--- src/rtl/sram_controller.sv ---
// sram_controller: 32-bit word access over a 16-bit asynchronous SRAM.
// Each access is split into a low-halfword phase (LO) and a high-halfword
// phase (HI). Each phase lasts WAIT_CYCLES clocks, and a one-cycle DONE
// handshake follows.
// Optional build macro SRAM_ADDR_CHECK_EN adds range checking and the
// addr_err flag. Out-of-range requests then skip straight to DONE.
module sram_controller #(
  parameter int unsigned WAIT_CYCLES   = 2,
  parameter logic [31:0] MEM_BASE      = 32'd1024,
  parameter int unsigned SRAM_ADDR_LEN = 18
) (
  input  logic                     clk,
  input  logic                     rst,
  input  logic                     wr_en,
  input  logic                     rd_en,
  input  logic [31:0]              address,
  input  logic [31:0]              write_data,
  output logic [31:0]              read_data,
  output logic                     ready,
  output logic [SRAM_ADDR_LEN-1:0] sram_addr,
  output logic [15:0]              sram_dq_out,
  input  logic [15:0]              sram_dq_in,
  output logic                     sram_dq_oe,
  output logic                     sram_we_n
`ifdef SRAM_ADDR_CHECK_EN
  ,
  output logic                     addr_err
`endif
);

  localparam int unsigned OFF_W = SRAM_ADDR_LEN - 1;
  localparam logic [2:0]  LAST  = 3'(WAIT_CYCLES - 1);

  localparam logic [1:0] IDLE = 2'd0;
  localparam logic [1:0] LO   = 2'd1;
  localparam logic [1:0] HI   = 2'd2;
  localparam logic [1:0] DONE = 2'd3;

  logic [1:0]       state;
  logic [2:0]       cnt;
  logic [OFF_W-1:0] off_q;
  logic [31:0]      wdata_q;
  logic             wr_q;
  logic [31:0]      diff;
  logic             req;

  assign diff = address - MEM_BASE;
  assign req  = wr_en | rd_en;

`ifdef SRAM_ADDR_CHECK_EN
  logic bad_addr;
  // Below the base, or past the last halfword pair the SRAM can hold.
  assign bad_addr = (address < MEM_BASE) || (diff[31:SRAM_ADDR_LEN+1] != '0);
  logic unused_bits;
  assign unused_bits = &{1'b0, diff[1:0]};
`else
  logic unused_bits;
  assign unused_bits = &{1'b0, diff[1:0], diff[31:SRAM_ADDR_LEN+1]};
`endif

  // Access sequencer: capture in IDLE, time LO/HI, and sample read halves on
  // the last cycle of each phase.
  always_ff @(posedge clk or posedge rst) begin
    if (rst) begin
      state     <= IDLE;
      cnt       <= 3'd0;
      off_q     <= '0;
      wdata_q   <= 32'd0;
      wr_q      <= 1'b0;
      read_data <= 32'd0;
`ifdef SRAM_ADDR_CHECK_EN
      addr_err  <= 1'b0;
`endif
    end else begin
`ifdef SRAM_ADDR_CHECK_EN
      addr_err <= 1'b0;
`endif
      case (state)
        IDLE: begin
          cnt <= 3'd0;
          if (req) begin
`ifdef SRAM_ADDR_CHECK_EN
            if (bad_addr) begin
              state    <= DONE;
              addr_err <= 1'b1;
            end else begin
              off_q   <= diff[SRAM_ADDR_LEN:2];
              wdata_q <= write_data;
              wr_q    <= wr_en;
              state   <= LO;
            end
`else
            off_q   <= diff[SRAM_ADDR_LEN:2];
            wdata_q <= write_data;
            wr_q    <= wr_en;   // write wins when both are requested
            state   <= LO;
`endif
          end
        end
        LO: begin
          if (cnt == LAST) begin
            cnt   <= 3'd0;
            state <= HI;
            if (!wr_q) read_data[15:0] <= sram_dq_in;
          end else begin
            cnt <= cnt + 3'd1;
          end
        end
        HI: begin
          if (cnt == LAST) begin
            cnt   <= 3'd0;
            state <= DONE;
            if (!wr_q) read_data[31:16] <= sram_dq_in;
          end else begin
            cnt <= cnt + 3'd1;
          end
        end
        default: state <= IDLE;   // DONE never restarts, even with a held request
      endcase
    end
  end

  // SRAM pins are decoded from state, so a reset drops the strobe immediately.
  always_comb begin
    sram_addr   = '0;
    sram_dq_out = 16'd0;
    sram_dq_oe  = 1'b0;
    sram_we_n   = 1'b1;
    if (state == LO || state == HI) begin
      sram_addr = {off_q, state == HI};
      if (wr_q) begin
        sram_dq_oe  = 1'b1;
        sram_we_n   = 1'b0;
        sram_dq_out = (state == HI) ? wdata_q[31:16] : wdata_q[15:0];
      end
    end
  end

  // Pipeline freeze is ~ready, so a new request drops ready in the same cycle.
  always_comb begin
    ready = (state == DONE) || (state == IDLE && !req);
  end

endmodule

--- config.mk ---
export PLATFORM = sky130hd
export DESIGN_NAME = sram_controller
export DESIGN_NICKNAME = d
export VERILOG_FILES = /design/src/rtl/sram_controller.sv
export SDC_FILE = /design/constraint.sdc
export NUM_CORES = 1
export LEC_CHECK = 0
export ABC_AREA = 1
export BUFFER_PORTS_ARGS = -buffer_cell sky130_fd_sc_hd__buf_2
export CAP_MARGIN = 40
export CORE_MARGIN = 10
export CORE_UTILIZATION = 53
export DETAILED_ROUTE_END_ITERATION = 8
export PLACE_DENSITY = 0.94
export SETUP_SLACK_MARGIN = 0.02
export SKIP_LAST_GASP = 1
export SLEW_MARGIN = 20
export SYNTH_ARGS = -nofsm -noshare
export SYNTH_HDL_FRONTEND = slang
export SYNTH_SLANG_ARGS = --single-unit
--- constraint.sdc ---
create_clock -name clk -period 5.6 [get_ports clk]
set_input_delay 1.68 -clock clk [delete_from_list [all_inputs] [get_ports clk]]
set_output_delay 1.68 -clock clk [all_outputs]
set_load 0.02 [all_outputs]
==> summary.txt <==
Setup path
  – Cell mode on critical path: inv_1
  – WS Path Type: reg -> out
  – Worst path max stage delay: ~0.70 ns
  – Reg2Reg Setup Slack: roughly 3.4 ns
  – Reg2reg end: wdata_q[15]
  – CP cell instances: inv_1 > ha_1 > nand2_1 > inv_1 > o21ai_0 > a21oi_1 > buf_2
  – Startpoint types: register
  – Worst Path Arrival: roughly 2.8 ns
  – Endpoint class of the critical path: primary output
  – Max Fanout on Critical Path: 21
  – Crit-path slowest cell: ha_1
  – RR Startpoint: state[1]
  – R2R depth: 5
  – CP Data Required Time: 3.92 ns

Die
  – Die area: between 10000 and 15000 um^2
  – I/O pin count: roughly 150
  – Placeable Area: around 7600 um^2
  – Initial core utilization: 53.7%
  – Row cnt: 32
  – Die X: around 110 um
  – Die Y: roughly 110 um

Drt
  – DR vias: between 3000 and 4000
  – DRC errors left: 0
  – Antenna Nets Post-Route: 0
  – Routed len/inst: about 14 um
  – DR vias/cell: slightly below 5
  – DRT iter0 DRCs: ~160
  – Final WL: approximately 10 mm
  – DRT Pass-1 Iters: 5

Logic synthesis
  – Average cell area after synthesis: between 8 and 9 um^2
  – Yosys warns: 0
  – Post-synth top area share: a little over half
  – Top post-synthesis cells by area: dfrtp_1, nand2_1, o21ai_2
  – Synth cell types: 24
  – Seq/Total Area, Yosys: between 50 and 60%
  – Async SR Flop Fraction: 100%
  – Post-synth net total: around 580
  – Mapped Area: slightly above 4000 um^2
  – Top_reg_cell synth: dfrtp_1
  – Area leader, netlist: dfrtp_1
  – EDFF count, synth: 0
  – Post-Syn Instances: 493
  – Flops & latches, synth: 87

Global routing
  – Gr usage total: 18.2%
  – Initial antenna violation count: 0
  – GR Overflow Total: 0
  – Vias in the first global route: between 3000 and 4000
  – First-pass GRT wire length: 17.4 mm
  – Largest net degree at the start of global routing: 47

CTS
  – CTS H-tree depth: 3
  – CTS Buf Count: 9
  – CTS root buf: clkbuf_8
  – CTS tree: built
  – Cts-stage hold buffer count: 0
  – CTS Sinks: 87
  – Clk_lat worst skew: about 0.35 ns
  – Reg clk slew, reported paths: approximately 0.090 ns
  – Post-CTS setup buffer count: 0
  – Maximum root-to-sink buffer count: 2
  – Resized cells post-CTS: 0

STA
  – Least-Margin Pin Slew: approximately 0.73 ns
  – Hold WS: between 0.4 and 0.5 ns
  – Setup TNS: 0 ns
  – Slew margin rel.: a little over 50%
  – Post-Route Skew: around 0.012 ns
  – RSZ-0062 raised after global routing: no
  – Slew Viols, Final: 0
  – Final setup vio count: 0
  – Fmax: around 0.22 GHz
  – Part of the cycle the worst path needs: about 80%
  – Fin crit period: approximately 4.5 ns
  – Final Hold Fails: 0

Hold path
  – Hold endpoint: read_data[14]
  – WHS Path Cells: 2
  – Worst hold start: read_data[14]
  – Hold Crit Class: reg -> reg

Power
  – Worst VDD drop: roughly 0.34 mV
  – Tot Pwr: approximately 3200 uW
  – Pwr dens: approximately 630 nW/um^2
  – Leakage: a little under 0.003 uW

Final layout
  – Synthesis-to-finish area growth: 22.2%
  – ANT cells: 0
  – Share of cells above drive strength 1: between 30% and 40%
  – Layout Nets: roughly 710

Place
  – Detailed placement HPWL: a little under 8 mm
  – PortBufs: around 140
  – GP Congestion: roughly 0.83

Run status
  – Run status: complete, no violations

Flow run
  – Number of max-cap violations: 0
logic make-up (layout without fill, tap and decap cells):
logic type               count (synthesis)  after routing  share of synthesized area (%)
AND/OR/NAND/NOR                        277            277                           27.1
flip-flops                              87             87                           53.0
buffers and inverters                   73            209                           8.95
AO/OA/AOI/OAI                           49             49                           9.04
adder cells (fa/ha/maj)                  5              5                           1.52
XOR/XNOR                                 2              2                          0.426
synthesized netlist by cell type, types with 2 or more instances:
library cell	instances
nand2_1	209
dfrtp_1	87
inv_1	48
nor2_1	40
o21ai_2	32
nor3_1	15
buf_6	10
o21ai_0	10
buf_2	9
ha_1	5
nand3_1	5
a21oi_1	4
inv_2	4
nand2_2	3
buf_4	2
nand3_4	2
worst max path at each step:
stage / from / to / slack [ns] / cells after the start
after floorplan: rst / cnt[0] / 1.67 / 1
after global placement: state[0] / sram_dq_out[2] / 1.60 / 5
after detailed placement: state[0] / sram_dq_out[15] / 1.55 / 7
after CTS: state[0] / sram_dq_out[15] / 1.15 / 7
after global routing: state[1] / sram_dq_out[15] / 0.88 / 7
final: state[1] / sram_dq_out[15] / 1.14 / 7
final cells by class:
type                       count  area (um^2)
sequential                    87         2180
clock buffer                   9          124
inverter                      52          196
fill                         624         2620
timing repair buffer         141          756
tap                          102          128
multi-input combinational    333         1570
clock inverter                 7         77.6
state kept, by name (all words and copies together) (netlist names):
name       cells
off_q         17
state          2
cnt            3
wdata_q       32
wr_q           1
read_data     32
per-layer routing:
layer	track usage [%]	wire [um]	vias to the layer above
met5	0	0	-
met4	6.11	148	0
met3	6.90	1060	14
met2	30.3	5100	144
met1	21.2	4140	1662
li1	-	-	1773
where the power goes:
part | internal [uW] | switching [uW] | total (uW)
sequential | 934 | 166 | 1100
clock | 213 | 240 | 452
combinational | 529 | 1090 | 1620
per-stage QoR:
step	worst slack (ns)	area, um^2	utilization, %	cells
after floorplan	1.67	4110	-	493
after global placement	1.60	4760	62.2	712
after detailed placement	1.55	4810	62.9	714
after CTS	1.15	5010	65.5	730
after global routing	0.884	5020	65.7	731
final	1.14	5020	65.7	731
layout by cell type (no fill, tap or decap), types with 4 or more instances in the layout:
master / synthesis / layout
inv_2: 4 / 4
ha_1: 5 / 5
nand3_1: 5 / 5
nor3_1: 15 / 15
o21ai_0: 10 / 10
nor2_1: 40 / 40
clkbuf_8: 0 / 9
dfrtp_1: 87 / 87
inv_1: 48 / 47
nand2_1: 209 / 209
o21ai_2: 32 / 32
a21oi_1: 4 / 4
buf_2: 9 / 137
worst max-delay path: cells and delay by family (launching register included):
kind                     cells  cell delay, ns
AND/OR/NAND/NOR              1            0.59
adder cells (fa/ha/maj)      1            0.70
flip-flops                   1            0.41
AO/OA/AOI/OAI                2            0.25
buffers and inverters        3            0.47
No activity file was read; power rests on OpenSTA's default activity.
